## src/rtl/query_patch_streamer_if.sv

```systemverilog
// Valid/ready patch stream from the query patch streamer to the compute pipeline.
interface query_patch_streamer_if #(
  parameter int PW = 55,
  parameter int IW = 10
) ();
  logic          out_valid;
  logic          out_ready;
  logic [PW-1:0] out_patch;
  logic [IW-1:0] out_idx;
  logic          out_last;

  modport master (output out_valid, out_patch, out_idx, out_last, input out_ready);
  modport slave  (input out_valid, out_patch, out_idx, out_last, output out_ready);
endinterface

```

## src/rtl/query_patch_streamer.sv

```systemverilog
// Reads a burst of query patches from the patch SRAM and streams them out in order;
// a credit-checked skid FIFO absorbs fixed-latency SRAM returns under backpressure.
module query_patch_streamer #(
  parameter int DATA_WIDTH   = 11,
  parameter int PATCH_SIZE   = 5,
  parameter int ADDR_WIDTH   = 9,
  parameter int DEPTH        = 512,
  parameter int READ_LATENCY = 2,
  parameter int FIFO_DEPTH   = 4,
  localparam int PW = DATA_WIDTH * PATCH_SIZE,
  localparam int IW = ADDR_WIDTH + 1
) (
  input  logic                   clk,
  input  logic                   rst_n,
  input  logic                   start,
  input  logic [ADDR_WIDTH-1:0]  start_addr,
  input  logic [IW-1:0]          num_patches,
  output logic                   busy,
  output logic                   done,
  output logic                   mem_csb1,
  output logic [ADDR_WIDTH-1:0]  mem_addr1,
  input  logic [PW-1:0]          mem_rpatch1,
  query_patch_streamer_if.master stream
);

  localparam int OW   = $clog2(FIFO_DEPTH + READ_LATENCY + 1);
  localparam int PTRW = (FIFO_DEPTH > 1) ? $clog2(FIFO_DEPTH) : 1;
  localparam logic [OW:0]           CREDIT_LIM = (OW+1)'(FIFO_DEPTH);
  localparam logic [PTRW-1:0]       PTR_LAST   = PTRW'(FIFO_DEPTH - 1);
  localparam logic [ADDR_WIDTH-1:0] ADDR_LAST  = ADDR_WIDTH'(DEPTH - 1);

  typedef enum logic [1:0] {IDLE, RUN, DRAIN} state_t;
  state_t state, state_nxt;

  logic [ADDR_WIDTH-1:0]   rd_addr, last_addr;
  logic [IW-1:0]           len, issued, delivered;
  logic [READ_LATENCY-1:0] vld_p;
  logic [OW-1:0]           count, inflight;
  logic [PTRW-1:0]         wptr, rptr;
  logic [PW-1:0]           fifo_mem [FIFO_DEPTH];
  logic accept, issue, done_nxt, tail, valid, hs, push, pop, last_hit, fifo_nonempty;

  function automatic logic [ADDR_WIDTH-1:0] addr_inc(input logic [ADDR_WIDTH-1:0] a);
    return (a == ADDR_LAST) ? '0 : a + 1'b1;
  endfunction

  function automatic logic [PTRW-1:0] ptr_inc(input logic [PTRW-1:0] p);
    return (p == PTR_LAST) ? '0 : p + 1'b1;
  endfunction

  always_comb begin
    inflight = '0;
    for (int i = 0; i < READ_LATENCY; i++) inflight = inflight + OW'(vld_p[i]);
  end

  assign tail          = vld_p[READ_LATENCY-1];
  assign fifo_nonempty = (count != '0);
  assign last_hit      = (delivered == len - 1'b1);
  assign valid         = fifo_nonempty | tail;
  assign hs            = valid & stream.out_ready;
  // An empty FIFO lets the returning patch fall straight through; it is only stored if not taken.
  assign push          = tail & ~(~fifo_nonempty & hs);
  assign pop           = hs & fifo_nonempty;

  always_comb begin
    state_nxt = state;
    accept    = 1'b0;
    issue     = 1'b0;
    done_nxt  = 1'b0;
    case (state)
      IDLE: if (start) begin
        if (num_patches != '0) begin
          accept    = 1'b1;
          state_nxt = RUN;
        end else begin
          done_nxt  = 1'b1;
        end
      end
      RUN: begin
        issue = (issued < len) && (({1'b0, count} + {1'b0, inflight}) < CREDIT_LIM);
        if (issued == len) state_nxt = DRAIN;
      end
      DRAIN: if (hs && last_hit) begin
        state_nxt = IDLE;
        done_nxt  = 1'b1;
      end
      default: state_nxt = IDLE;
    endcase
  end

  always_ff @(posedge clk or negedge rst_n) begin
    if (!rst_n) begin
      state <= IDLE;
      done  <= 1'b0;
    end else begin
      state <= state_nxt;
      done  <= done_nxt;
    end
  end

  // Issue stage: request address and read-credit bookkeeping
  always_ff @(posedge clk or negedge rst_n) begin
    if (!rst_n) begin
      rd_addr   <= '0;
      last_addr <= '0;
      len       <= '0;
      issued    <= '0;
      delivered <= '0;
      vld_p     <= '0;
      count     <= '0;
      wptr      <= '0;
      rptr      <= '0;
    end else begin
      vld_p[0] <= issue;
      for (int i = 1; i < READ_LATENCY; i++) vld_p[i] <= vld_p[i-1];
      if (accept) begin
        rd_addr   <= start_addr;
        len       <= num_patches;
        issued    <= '0;
        delivered <= '0;
      end else begin
        if (issue) begin
          rd_addr   <= addr_inc(rd_addr);
          last_addr <= rd_addr;
          issued    <= issued + 1'b1;
        end
        if (hs) delivered <= delivered + 1'b1;
      end
      if (push) wptr <= ptr_inc(wptr);
      if (pop)  rptr <= ptr_inc(rptr);
      case ({push, pop})
        2'b10:   count <= count + 1'b1;
        2'b01:   count <= count - 1'b1;
        default: count <= count;
      endcase
    end
  end

  // Return stage: SRAM data lands in the skid FIFO when the valid pipe tail is set
  always_ff @(posedge clk) begin
    if (push) fifo_mem[wptr] <= mem_rpatch1;
  end

  assign busy             = (state != IDLE);
  assign mem_csb1         = ~issue;
  assign mem_addr1        = issue ? rd_addr : last_addr;
  assign stream.out_valid = valid;
  assign stream.out_patch = fifo_nonempty ? fifo_mem[rptr] : (tail ? mem_rpatch1 : '0);
  assign stream.out_idx   = delivered;
  assign stream.out_last  = valid & last_hit;

endmodule

```

## src/flat_wrapper.sv

```systemverilog
// flat-port wrapper written by rule: the top's interface ports become plain ports
module query_patch_streamer_flat 
#(
  parameter int DATA_WIDTH   = 11,
  parameter int PATCH_SIZE   = 5,
  parameter int ADDR_WIDTH   = 9,
  parameter int DEPTH        = 512,
  parameter int READ_LATENCY = 2,
  parameter int FIFO_DEPTH   = 4,
  localparam int PW = DATA_WIDTH * PATCH_SIZE,
  localparam int IW = ADDR_WIDTH + 1
)
  (clk, rst_n, start, start_addr, num_patches, busy, done, mem_csb1, mem_addr1, mem_rpatch1, stream_out_valid, stream_out_patch, stream_out_idx, stream_out_last, stream_out_ready);
  query_patch_streamer_if #(.PW((DATA_WIDTH * PATCH_SIZE)), .IW(IW)) stream_i ();
  input  logic clk;
  input  logic rst_n;
  input  logic start;
  input  logic [ADDR_WIDTH-1:0] start_addr;
  input  logic [IW-1:0] num_patches;
  output logic busy;
  output logic done;
  output logic mem_csb1;
  output logic [ADDR_WIDTH-1:0] mem_addr1;
  input  logic [PW-1:0] mem_rpatch1;
  output wire logic [$bits(stream_i.out_valid)-1:0] stream_out_valid;
  output wire logic [$bits(stream_i.out_patch)-1:0] stream_out_patch;
  output wire logic [$bits(stream_i.out_idx)-1:0] stream_out_idx;
  output wire logic [$bits(stream_i.out_last)-1:0] stream_out_last;
  input wire logic [$bits(stream_i.out_ready)-1:0] stream_out_ready;
  assign stream_out_valid = stream_i.out_valid;
  assign stream_out_patch = stream_i.out_patch;
  assign stream_out_idx = stream_i.out_idx;
  assign stream_out_last = stream_i.out_last;
  assign stream_i.out_ready = stream_out_ready;
  query_patch_streamer #(.DATA_WIDTH(DATA_WIDTH), .PATCH_SIZE(PATCH_SIZE), .ADDR_WIDTH(ADDR_WIDTH), .DEPTH(DEPTH), .READ_LATENCY(READ_LATENCY), .FIFO_DEPTH(FIFO_DEPTH)) u_core (.clk(clk), .rst_n(rst_n), .start(start), .start_addr(start_addr), .num_patches(num_patches), .busy(busy), .done(done), .mem_csb1(mem_csb1), .mem_addr1(mem_addr1), .mem_rpatch1(mem_rpatch1), .stream(stream_i));
endmodule
```

## config.mk

```make
export PLATFORM = sky130hd
export DESIGN_NAME = query_patch_streamer_flat
export DESIGN_NICKNAME = d
export VERILOG_FILES = /design/src/rtl/query_patch_streamer_if.sv /design/src/rtl/query_patch_streamer.sv /design/src/flat_wrapper.sv
export SDC_FILE = /design/constraint.sdc
export NUM_CORES = 1
export LEC_CHECK = 0
export BUFFER_PORTS_ARGS = -buffer_cell sky130_fd_sc_hd__buf_2
export CAP_MARGIN = 10
export CORE_UTILIZATION = 60
export CTS_CLUSTER_SIZE = 10
export DETAILED_ROUTE_END_ITERATION = 12
export GPL_TIMING_DRIVEN = 0
export HOLD_SLACK_MARGIN = 0.03
export PLACE_DENSITY = 0.94
export RECOVER_POWER = 100
export SYNTH_ARGS = -nofsm -noshare
export SYNTH_HDL_FRONTEND = slang
export SYNTH_SLANG_ARGS = --single-unit
```

## constraint.sdc

```tcl
create_clock -name clk -period 5.7 [get_ports clk]
set_input_delay 0.57 -clock clk [delete_from_list [all_inputs] [get_ports clk]]
set_output_delay 0.57 -clock clk [all_outputs]
set_load 0.02 [all_outputs]
```

==> metrics.csv <==
metric;value;unit
worst hold path class;primary input to flip-flop;
CP Max Fanout;55;
CP endpoint;u_core.fifo_mem[2][21];
placed inst area;13300;µm²
Max-slew headroom;-0.896;
worst-skew pair later-pin latency;0.51;ns
leakage;4.99;nW
most frequent cells in the layout;edfxtp_1 (220), clkbuf_1 (186), nand2_1 (175);
Layout area overhead;15.8;%
Critical Path Most Common Cell;clkbuf_1;
initial antenna violation count;0;
GRT Total Usage;0.278;
# IOs;157;
fmax;223;MHz
Worst-Margin Slew;2.84;ns
flop2flop setup slack;1.21;ns
clock sinks;280;
Final Setup Violations;0;
Crit. End Element;flip-flop;
hold_buf cts;0;
vias per cell;6.10;
fin cells;1330;
CP Class;flip-flop to flip-flop;
Post-Route WL;27.8;mm
Final GP Congestion;0.861;
clock-pin transition on the worst setup and hold timing paths;0.05;ns
Post-layout nets;1151;
Post-CTS Resized;0;
Max Cap Viol;2;
synth unique cells;53;
pin count of the biggest net entering global routing;56;
crit share post-route;0.788;
Final Hold Fails;0;
ys flop type;edfxtp_1;
Die Span Y;144;µm
Clock Skews;0.0243;ns
r2r startpoint;u_core.count[0];
WL per Instance;20.9;µm
RSZ-0062 raised after global routing;no;
Reg power frac;0.383;
WP data arrival;4.55;ns
Rows;51;
final worst path period need;4.49;ns
Comb power frac;0.301;
Fill cells;1331;
vias in the first global route;8222;
CP Cell Sequence;or3_1, clkbuf_1, clkbuf_1, o21a_1, and2_1;
Syn Inst Count;856;
hold path cells;3;
R2R Path End;u_core.fifo_mem[2][21];
share of cells above drive strength 1;0.122;
crit path launch type;flip-flop;
TritonRoute pass-1 iters;6;
Worst R2R Path Depth;5;
Worst path slowest cell;and2_1;
Clk pwr share;0.316;
Pins Over Slew Limit;93;
CP max stage delay;2.10;ns
sequential share of the synthesized area;0.670;
yosys warns;0;
asr flop ratio synth;0.214;
die area;20800;µm²
GR Overflow Total;0;
Num CTS Buffers;34;
status;finished with violations;
number of synthesized flops with an enable pin;220;
CTS H-tree depth;2;
FF+latch count, synth;280;
CTS tree;yes;
drt drc;0;
Clock Root Buffer;clkbuf_16;
placed insts;1278;
DP HPWL;17.3;mm
most common cell after layout, fill and taps aside;edfxtp_1;
ANT nets after route;0;
Critical Path RT;5.76;ns
Port Buffer Count;156;
via count;8118;
die width;144;µm
drt initial violations;658;
Avg Cell Area, Syn;14.1;µm²
Mapped Area;12100;µm²
Mapped Nets;958;
failing checks;max-capacitance violations, max-slew violations;
post-route cell area;14000;µm²
peak supply drop;0.000299;V
CTS max path bufs;3;
n_diodes;0;
Worst setup startpoint;u_core.count[0];
Pwr Density;431;nW/µm²
switching share of power;0.333;
Initial Util;0.618;
internal power;4.03;mW
Post-CTS Setup Inserts;0;
first-pass GRT wire length;42.8;mm
setup_tns;0;ns
core footprint;19600;µm²
Switch Pwr;2.01;mW
cell families after synthesis:
group                      synth area share
AOI/OAI and AO/OA                    0.0639
xor gates and xnor gates             0.0137
adders and majority gates            0.0254
buffers and inverters                0.0220
DFF                                   0.670
muxes                                 0.104
and+or+nand+nor                       0.101
cells in the mapped netlist (all sizes together) (2+ instances only):
library cell  count  area (µm²)
edfxtp          220        6610
nand2           175         657
o21ai            83         415
dfrtp            60        1500
mux4             55        1240
clkbuf           34         128
nor2             28         105
ha               23         288
inv              21        78.8
a21oi            16        80.1
xor2             14         123
and3             12        75.1
nand3            12        60.1
buf              11        56.3
a31oi            10        62.6
or3              10        67.6
nand4             8        50.1
and2              5        31.3
nor3              5        30.0
xnor2             5        43.8
nor4              4        25.0
o211ai            4        35.0
or4               4        30.0
or4b              4        40.0
a31o              3        26.3
o31ai             3        22.5
a21o              2        15.0
a41oi             2        17.5
nor2b             2        12.5
nor3b             2        15.0
o21a              2        15.0
layer usage:
metal	part of all wire	GRT usage	vias to the layer above
li1	-	-	3603
met1	0.39	0.358	4013
met2	0.51	0.466	409
met3	0.070	0.0526	93
met4	0.036	0.114	0
met5	0	0	-
layout make-up:
| type | instances | area, µm² | area share |
|---|---|---|---|
| plain buffers | 45 | 174 | 0.0124 |
| clock buffers | 49 | 928 | 0.0662 |
| clock inverters | 3 | 41.3 | 0.00295 |
| inverters | 22 | 82.6 | 0.00589 |
| multi-input cells | 509 | 3740 | 0.267 |
| flip-flops and latches | 280 | 8110 | 0.578 |
| well taps | 265 | 332 | 0.0237 |
| repair buffers | 157 | 617 | 0.0440 |
power groups by stage:
| stage | Clock [mW] | Combinational, mW | Sequential (mW) |
|---|---|---|---|
| after floorplan | 0 | 1.26 | 2.36 |
| after global placement | 0 | 1.81 | 2.35 |
| after detailed placement | 0 | 1.87 | 2.35 |
| after CTS | 1.93 | 1.90 | 2.31 |
| after global routing | 2.01 | 1.97 | 2.32 |
| final | 1.91 | 1.82 | 2.31 |
sequential cells by signal, summed over array words and instances (netlist names):
name	cells
u_core.count	3
u_core.done	1
u_core.fifo_mem	220
u_core.issued	10
u_core.last_addr	9
u_core.len	10
u_core.rd_addr	9
u_core.rptr	2
u_core.state	2
u_core.stream.out_idx	10
u_core.vld_p	2
u_core.wptr	2
worst max-delay path: cells and delay by family (launching register included):
kind | cells | cell delay (ns)
buf+inv | 2 | 1.03
flops | 1 | 0.41
simple gates | 2 | 2.24
compound gates | 1 | 0.32
how the worst min path moves through the flow:
stage	startpoint	end	slack, ns
final	num_patches[6]	u_core.len[6]	0.30
after global routing	num_patches[5]	u_core.len[5]	0.31
after CTS	rst_n	u_core.stream.out_idx[4]	0.09
after detailed placement	u_core.vld_p[0]	u_core.vld_p[1]	0.38
after global placement	u_core.vld_p[0]	u_core.vld_p[1]	0.38
after floorplan	rst_n	u_core.count[0]	0.27
stage by stage:
step / util / setup WS (ns) / hold slack, ns / power [mW]
6_report: 0.716 / 1.21 / 0.302 / 6.04
5_1_grt: 0.716 / 0.905 / 0.307 / 6.30
4_1_cts: 0.726 / 2.02 / 0.0902 / 6.14
3_5_place_dp: 0.676 / 2.59 / 0.384 / 4.22
3_3_place_gp: 0.675 / 1.24 / 0.379 / 4.16
2_1_floorplan: - / 2.78 / 0.274 / 3.62
No activity file was read; power rests on OpenSTA's default activity.
